[config.mk]
export PLATFORM = sky130hd
export DESIGN_NAME = hdbn_sub_encoder
export DESIGN_NICKNAME = d
export VERILOG_FILES = /design/src/rtl/hdbn_sub_encoder.sv
export SDC_FILE = /design/constraint.sdc
export NUM_CORES = 1
export LEC_CHECK = 0
export ABC_AREA = 0
export CORE_MARGIN = 2
export CORE_UTILIZATION = 57
export CTS_CLUSTER_DIAMETER = 80
export DETAILED_ROUTE_END_ITERATION = 8
export PLACE_DENSITY_LB_ADDON = 0.05
export SYNTH_ARGS = -nofsm -noshare
export SYNTH_HDL_FRONTEND = slang
export SYNTH_SLANG_ARGS = --single-unit
[constraint.sdc]
create_clock -name clk -period 4 [get_ports clk]
set_input_delay 0.8 -clock clk [delete_from_list [all_inputs] [get_ports clk]]
set_output_delay 0.8 -clock clk [all_outputs]
set_load 0.01 [all_outputs]
[src/rtl/hdbn_sub_encoder.sv]
// HDBn zero-substitution encoder with AMI polarity rails.
// Runs of ORDER+1 zeros become 0..0V or B0..0V.
module hdbn_sub_encoder #(
  parameter int ORDER = 3
) (
  input  logic       clk,
  input  logic       rst,
  input  logic       in_valid,
  input  logic       in_bit,
  output logic       out_valid,
  output logic [1:0] out_sym,
  output logic       out_pos,
  output logic       out_neg
);

  localparam int ZW = $clog2(ORDER + 1);
  localparam int FW = $clog2(ORDER + 2);

  localparam logic [1:0] S_ZERO = 2'b00;
  localparam logic [1:0] S_MARK = 2'b01;
  localparam logic [1:0] S_V    = 2'b11;
  localparam logic [1:0] S_B    = 2'b10;

  logic [1:0]    sr    [ORDER+1];
  logic [1:0]    sr_nx [ORDER+1];
  logic [ZW-1:0] zcnt;
  logic [FW-1:0] fill;
  logic          par;
  logic          last_pol;

  logic          sub;
  logic          primed;
  logic [1:0]    head;
  logic          pos_nx;
  logic          neg_nx;
  logic          lp_nx;

  assign head   = sr[ORDER];
  assign primed = (fill == FW'(ORDER + 1));
  assign sub    = !in_bit && (zcnt == ZW'(ORDER));

  always_comb begin
    sr_nx[0] = sub ? S_V : {1'b0, in_bit};
    for (int i = 1; i <= ORDER; i++) begin
      sr_nx[i] = sr[i-1];
    end
    // B replaces the first zero of the run, now reaching the tail
    if (sub && !par) begin
      sr_nx[ORDER] = S_B;
    end
  end

  always_comb begin
    pos_nx = 1'b0;
    neg_nx = 1'b0;
    lp_nx  = last_pol;
    unique case (1'b1)
      (head == S_MARK),
      (head == S_B): begin
        pos_nx = ~last_pol;
        neg_nx = last_pol;
        lp_nx  = ~last_pol;
      end
      (head == S_V): begin
        pos_nx = last_pol;
        neg_nx = ~last_pol;
      end
      (head == S_ZERO): begin
        pos_nx = 1'b0;
        neg_nx = 1'b0;
      end
    endcase
  end

  always_ff @(posedge clk) begin
    if (rst) begin
      for (int i = 0; i <= ORDER; i++) begin
        sr[i] <= S_ZERO;
      end
      zcnt      <= '0;
      fill      <= '0;
      par       <= 1'b0;
      last_pol  <= 1'b0;
      out_valid <= 1'b0;
      out_sym   <= S_ZERO;
      out_pos   <= 1'b0;
      out_neg   <= 1'b0;
    end else if (in_valid) begin
      for (int i = 0; i <= ORDER; i++) begin
        sr[i] <= sr_nx[i];
      end
      unique case (1'b1)
        sub: begin
          zcnt <= '0;
          par  <= 1'b0;
        end
        in_bit: begin
          zcnt <= '0;
          par  <= ~par;
        end
        default: begin
          zcnt <= zcnt + 1'b1;
        end
      endcase
      if (!primed) begin
        fill <= fill + 1'b1;
      end
      out_valid <= primed;
      out_sym   <= head;
      out_pos   <= pos_nx;
      out_neg   <= neg_nx;
      last_pol  <= lp_nx;
    end else begin
      out_valid <= 1'b0;
    end
  end

endmodule

Word level (Yosys, flattened, before mapping):

Memory sizes are Yosys's and may differ from the RTL's.
Cells that the tools add are included.

* word-level logic and storage cells: 51
* output and inout port bits: 5
* bits of input ports: 4
* RAM bits: 8
* register bits after elaboration: 12
* memories: 1

* multiplexer cells: 15
* reduce and logical (&&, ||, !) cells: 12
* eq/ne operators: 5
* bitwise operators: 8
* add/sub/neg operators: 2

Memory list
* sr: depth 4, width 2, rd ports 4, clocked after Yosys merged registers in 0, write ports 4, RTL line 24 `logic [1:0] sr [ORDER+1];`

Operator list (count)
* $mux 2: 7
* $eq 2x2->1 const B: 3
* $pmux 1 s3: 2
* $reduce_and 2->1: 3
* $reduce_or 2->1: 3
* $mux 1: 5
* $not 1->1: 4
* $or 1x1->1: 4
* $add 3x1->3 const B: 1
* $eq 3x3->1 const B: 1
* $add 2x1->2 const B: 1
* $eq 2x1->1 const B: 1
* $logic_and 1x1->1: 2
* $logic_not 1->1: 2
* $logic_not 2->1: 1
* $pmux 1 s2: 1
* $reduce_bool 2->1: 1

Logic depth before layout (Yosys ltp):

Gate-level depths: netlist (run 1).

* word-level depth: 5
* depth in mapped cells: 4
* depth with buffers taken out: 4

Worst setup path before layout (run 1):

OpenSTA, ideal clock, no wires.

* kind: input to register
* start: input in_valid
* end: memory sr[0][0], enable pin
* slack: 2257 ps
* arrival: 1473 ps
* required time: 3729 ps
* cell stages on the path: 3
* library setup time: 271 ps
* cell sequence: buf_4 buf_2 or2_2

RTL lines
* from (decl): RTL line 8 `input logic in_valid,`
* to (decl): RTL line 24

==> summary.md, run 1 <==
| Metric | Value |
|---|---|
| Status | complete, no violations |
| Critical Path Start Type | input pin |
| P_int | 0.283 mW |
| Share of layout cells above drive strength 1 | 0.0714 |
| Clk buf depth | 2 |
| Core area | 1470 um2 |
| Max-Cap Viols | 0 |
| Distinct cells, synth | 30 |
| Via count | 576 |
| Post-DR vias/cell | 5.76 |
| CTS resizes | 0 |
| WL/cell | 13.3 um |
| Mapped Nets | 83 |
| Fin crit period | 2.17 ns |
| Worst hold path type | flop to flop |
| Mapped cell area | 875 um2 |
| PortBufs | 8 |
| Setup Skew | 0.00728 ns |
| Final Max Tran Viols | 0 |
| DP HPWL | 956 um |
| CTS clk-pin slew, worst paths | 0.11 ns |
| DP Area | 958 um2 |
| Commonest cells after routing, fill and taps aside | 12 x dfxtp_1, 8 x clkdlybuf4s50_1, 8 x edfxtp_1 |
| CTS H-tree depth | 1 |
| Non-Filler Instances | 100 |
| Die H | 43.2 um |
| Drt total wl | 1.33 mm |
| Final instance area | 985 um2 |
| Crit path capture type | flop |
| Antenna cells | 0 |
| Layout area overhead | 12.6% |
| Final period util | 0.543 |
| RSZ-0062 raised after global routing | false |
| First drt pass iteration count | 2 |
| DRC viols | 0 |
| Placed insts | 96 |
| Worst R2R Start | sr[0][6] |
| Seq/Total Area, Yosys | 0.549 |
| RePlAce Congestion | 0.719 |
| Sink Count | 20 |
| Total Power | 0.367 mW |
| Io pins | 9 |
| Switch share | 0.228 |
| CP required | 4.17 ns |
| Fin. Hold Viols | 0 |
| Switch Pwr | 0.0836 mW |
| Tightest Pin Transition | 0.611 ns |
| GR Overflow Total | 0 |
| Peak supply drop | 257 uV |
| CP arrival | 2.34 ns |
| CP startpoint | in_valid |
| CTS tree | done |
| Pwr per Cell Area | 372 nW/um2 |
| Highest Clock Rate | 460 MHz |
| Initial Util | 0.594 |
| Synth Instances | 75 |
| TNS Setup | 0 ns |
| Die width | 43.2 um |
| Root buf cell | clkbuf_4 |
| Sequential share of power | 0.627 |
| Hold Startpoint | zcnt[1] |
| Warnings, synthesis | 0 |
| Seq cells post-synth | 20 |
| Critical path class | input pin to flop |
| Core Rows | 14 |
| Pin count of the biggest net entering global routing | 20 |
| Drt initial violations | 4 |
| Combinational power share | 0.109 |
| Die area | 1860 um2 |
| GRT Util Overall | 0.167 |
| Post-route ant nets | 0 |
| Vias in the first global route | 562 |
| Average cell area after synthesis | 11.7 um2 |
| Clock share of power | 0.263 |
| First-pass GRT wire length | 2.34 mm |
| Final Setup Violations | 0 |
| Antenna violations before repair | 0 |
| # hold bufs at CTS | 0 |
| CP Max Fanout | 19 |
| Leakage Power | 0.400 nW |
| Latest clock arrival within the worst-skew pair | 0.29 ns |
| Rel. slew slack | 0.591 |
| Layout Nets | 93 |
| Most common cell after layout, fill and taps aside | dfxtp_1 |
| Setup bufs post-CTS | 0 |
| Num CTS Buffers | 3 |
-- path summary, 6_finish.rpt --
check / end / slack, ns / cells after the start
max: sr[0][6] / 1.83 / 3
min: zcnt[1] / 0.49 / 2
max reg2reg: out_neg / 2.52 / 3
min reg2reg: zcnt[1] / 0.49 / 2
-- cell families after synthesis --
kind of cell | count (synthesis) | share of synthesized area
AND/OR/NAND/NOR | 30 | 0.222
flip-flops | 20 | 0.549
AO/OA/AOI/OAI | 12 | 0.0973
buffers and inverters | 5 | 0.0272
multiplexers | 4 | 0.0472
adder cells (fa/ha/maj) | 4 | 0.0572
-- per-layer routing --
layer	vias to the layer above	part of all wire	wire length, um	GRT usage
met5	-	0	0	0
met4	0	0	0	0.0364
met3	0	0.037	49	0.0383
met2	11	0.50	664	0.299
met1	279	0.46	619	0.203
li1	286	-	-	-
-- area by class of cell --
type                    count  area [um2]
fillers                   122         487
clock buffers               4        26.3
inverters                   2        7.51
repair buffers              8        80.1
flip-flops and latches     20         480
well taps                  16        20.0
multi-input cells          50         370
-- state kept, by name, indices dropped and copies added (netlist names) --
signal and flops:
fill 3, last_pol 1, out_neg 1, out_pos 1, out_sym 2, out_valid 1, par 1, sr 8
zcnt 2
-- power groups by stage --
stage | combinational, mW | sequential (mW) | clock (mW)
floorplan | 0.0268 | 0.234 | 0
finish | 0.0401 | 0.230 | 0.0966
CTS | 0.0405 | 0.230 | 0.0998
global placement | 0.0389 | 0.235 | 0
detailed placement | 0.0404 | 0.235 | 0
global route | 0.0452 | 0.232 | 0.109
-- per-stage QoR --
step	setup slack, ns	hold slack (ns)	util
2_1_floorplan	2.26	0.449	-
3_3_place_gp	1.54	0.461	0.651
3_5_place_dp	1.52	0.472	0.651
4_1_cts	1.82	0.490	0.669
5_1_grt	1.69	0.523	0.669
6_report	1.83	0.487	0.669
-- cell usage after synthesis --
cell type | n | area, um2
a21bo_2 | 1 | 10.0
a21boi_1 | 1 | 7.51
a21oi_1 | 5 | 25.0
a311oi_1 | 2 | 17.5
and2_1 | 4 | 25.0
and3_1 | 1 | 6.26
and3b_1 | 2 | 17.5
and4b_1 | 1 | 10.0
buf_2 | 1 | 5.00
buf_4 | 1 | 7.51
clkbuf_1 | 1 | 3.75
dfxtp_1 | 12 | 240
edfxtp_1 | 8 | 240
ha_1 | 4 | 50.1
inv_1 | 2 | 7.51
mux2_2 | 1 | 11.3
mux2i_1 | 3 | 30.0
nand2_1 | 1 | 3.75
nand2b_1 | 5 | 31.3
nand3b_1 | 2 | 15.0
nand4bb_1 | 1 | 11.3
nor2_1 | 5 | 18.8
nor2b_1 | 2 | 12.5
nor3_1 | 2 | 10.0
nor3b_1 | 1 | 7.51
o211a_1 | 1 | 10.0
o21a_1 | 2 | 15.0
or2_2 | 1 | 6.26
or3b_1 | 1 | 8.76
or4b_1 | 1 | 10.0
-- worst max-delay path, cell delays in order --
cell and delay (ns):
clkdlybuf4s50_1 0.86, nor2b_1 0.45, and3b_1 0.23
Power figures use the tool's default switching activity.
==> run 2, diff against run 1 <==
--- a/config.mk
+++ b/config.mk
@@ -7,7 +7,7 @@
 export LEC_CHECK = 0
 export ABC_AREA = 0
 export CORE_MARGIN = 2
-export CORE_UTILIZATION = 57
+export CORE_UTILIZATION = 48
 export CTS_CLUSTER_DIAMETER = 80
 export DETAILED_ROUTE_END_ITERATION = 8
 export PLACE_DENSITY_LB_ADDON = 0.05
==> constraint.sdc (replaced) <==
create_clock -name clk -period 1.95 [get_ports clk]
set_input_delay 0.39 -clock clk [delete_from_list [all_inputs] [get_ports clk]]
set_output_delay 0.39 -clock clk [all_outputs]
set_load 0.01 [all_outputs]
==> run 2 against run 1 <==
Net effect: largest cell class unchanged; die area is 17% higher; highest routed layer is now met4; combinational power increased by 110%; wire length is 5.3% lower.
==> summary.md, run 2 (synthesis gave the netlist of run 1 again) <==
| Metric | Value |
|---|---|
| Most flop-heavy register | sr |
| CP required | 1.56 ns |
| CP arrival | 1.17 ns |
| R2R Setup Slk | 0.48 ns |
| Layout area overhead | 16.5% |
| Max-Cap Viols | 0 |
| Max reg flops | 8 |
| RePlAce Congestion | 0.680 |
| CTS resizes | 0 |
| Critical path class | flop to primary output |
| Reg2reg path depth | 3 |
| Hold Startpoint | out_pos |
| DRC viols | 0 |
| Most common cell after layout, fill and taps aside | dfxtp_1 |
| Status | complete, no violations |
| Fin. Hold Viols | 0 |
| Vias in the first global route | 451 |
| GR Overflow Total | 0 |
| CP max stage delay | 0.53 ns |
| Final Setup Violations | 0 |
| Worst hold endpoint | out_pos |
| DP HPWL | 904 um |
| Setup Skew | 0.000523 ns |
| Final Max Tran Viols | 0 |
| Rel. slew slack | 0.790 |
| Pin count of the biggest net entering global routing | 13 |
| Drt total wl | 1.26 mm |
| Layout Nets | 96 |
| Peak supply drop | 405 uV |
| CP top delay family | buffers and inverters |
| CTS tree | done |
| Initial Util | 0.507 |
| RSZ-0062 raised after global routing | false |
| Worst hold path type | flop to flop |
| Critical path cell sequence | clkdlybuf4s50_1 |
| Die H | 46.7 um |
| GRT Util Overall | 0.130 |
| Total Power | 0.752 mW |
| CP Max Fanout | 2 |
| Latest clock arrival within the worst-skew pair | 0.29 ns |
| Fill cells | 155 |
| Hold Crit Depth | 2 |
| Via count | 561 |
| Post-route ant nets | 0 |
| WL/cell | 11.3 um |
| Tightest Pin Transition | 0.314 ns |
| CP max-delay cell | clkdlybuf4s50_1 |
| Crit path capture type | primary output |
| CTS H-tree depth | 1 |
| Sink Count | 20 |
| Post-DR vias/cell | 5.01 |
| End-of-flow core utilization | 0.590 |
| Fin crit period | 1.56 ns |
| # hold bufs at CTS | 0 |
| CTS clk-pin slew, worst paths | 0.11 ns |
| Clk buf depth | 2 |
| Pwr per Cell Area | 739 nW/um2 |
| DP Area | 992 um2 |
| First drt pass iteration count | 4 |
| Core Rows | 15 |
| TNS Setup | 0 ns |
| Setup bufs post-CTS | 0 |
| CP Buf/Inv Count | 1 |
| Drt initial violations | 6 |
| Critical Path Start Type | flop |
| Final period util | 0.799 |
| Worst reg2reg endpoint | out_neg |
| Die width | 46.7 um |
| First-pass GRT wire length | 1.88 mm |
| Final instance area | 1020 um2 |
| Antenna cells | 0 |
| Antenna violations before repair | 0 |
| Sequential Area | 480 um2 |
| Largest regs | sr: 8 flops, fill: 3 flops |
| Multi-input combinational cell area | 370 um2 |
| Worst R2R Start | sr[0][6] |
| Highest Clock Rate | 642 MHz |
| Share of layout cells above drive strength 1 | 0.103 |
| Core area | 1730 um2 |
| Die area | 2180 um2 |
| Leakage Power | 0.415 nW |
| Root buf cell | clkbuf_4 |
| Io pins | 9 |
| WHS | 0.490 ns |
| Commonest cells after routing, fill and taps aside | 12 x dfxtp_1, 8 x clkdlybuf4s50_1, 8 x edfxtp_1 |
| Num CTS Buffers | 3 |
| PortBufs | 8 |
[run 2: changes by cell type in the layout (fill, tap and decap cells not counted)]
cell,before,now
buf_4,0,3
clkbuf_1,1,0
clkinv_1,0,1
[run 2: layout make-up]
cell class              count  share of cell area
repair buffers             11               0.101
well taps                  25              0.0307
flip-flops and latches     20               0.472
clock inverters             1             0.00369
inverters                   2             0.00737
multi-input cells          50               0.364
clock buffers               3              0.0221
[run 2: layer usage]
| metal | vias to the layer above | GRT usage | wire [um] |
|---|---|---|---|
| met5 | - | 0 | 0 |
| met4 | 0 | 0.0833 | 12 |
| met3 | 2 | 0.0471 | 44 |
| met2 | 11 | 0.183 | 559 |
| met1 | 251 | 0.166 | 645 |
| li1 | 297 | - | - |
[run 2: how the worst max path moves through the flow]
| stage | from | endpoint | depth (start not counted) |
|---|---|---|---|
| floorplan | sr[0][6] | out_neg | 3 |
| global placement | in_valid | fill[0] | 3 |
| detailed placement | in_valid | fill[0] | 3 |
| CTS | out_neg | out_neg | 1 |
| global route | out_neg | out_neg | 1 |
| finish | out_pos | out_pos | 1 |
[run 2: worst min-delay path: cells and delay by family, from the launching register on]
family	cells	cell delay (ns)
AO/OA/AOI/OAI	1	0.05
flip-flops	1	0.33
AND/OR/NAND/NOR	1	0.08
[run 2: through the flow]
stage | std cells | setup slack (ns)
2_1_floorplan | 75 | 0.573
3_3_place_gp | 108 | 0.142
5_1_grt | 112 | 0.324
4_1_cts | 112 | 0.377
3_5_place_dp | 108 | 0.113
6_report | 112 | 0.392
[run 2: power by group]
part	leakage [nW]	internal [mW]	switching, mW
logic	0.213	0.0459	0.0393
clock network	0.0154	0.0744	0.121
registers	0.187	0.459	0.0128
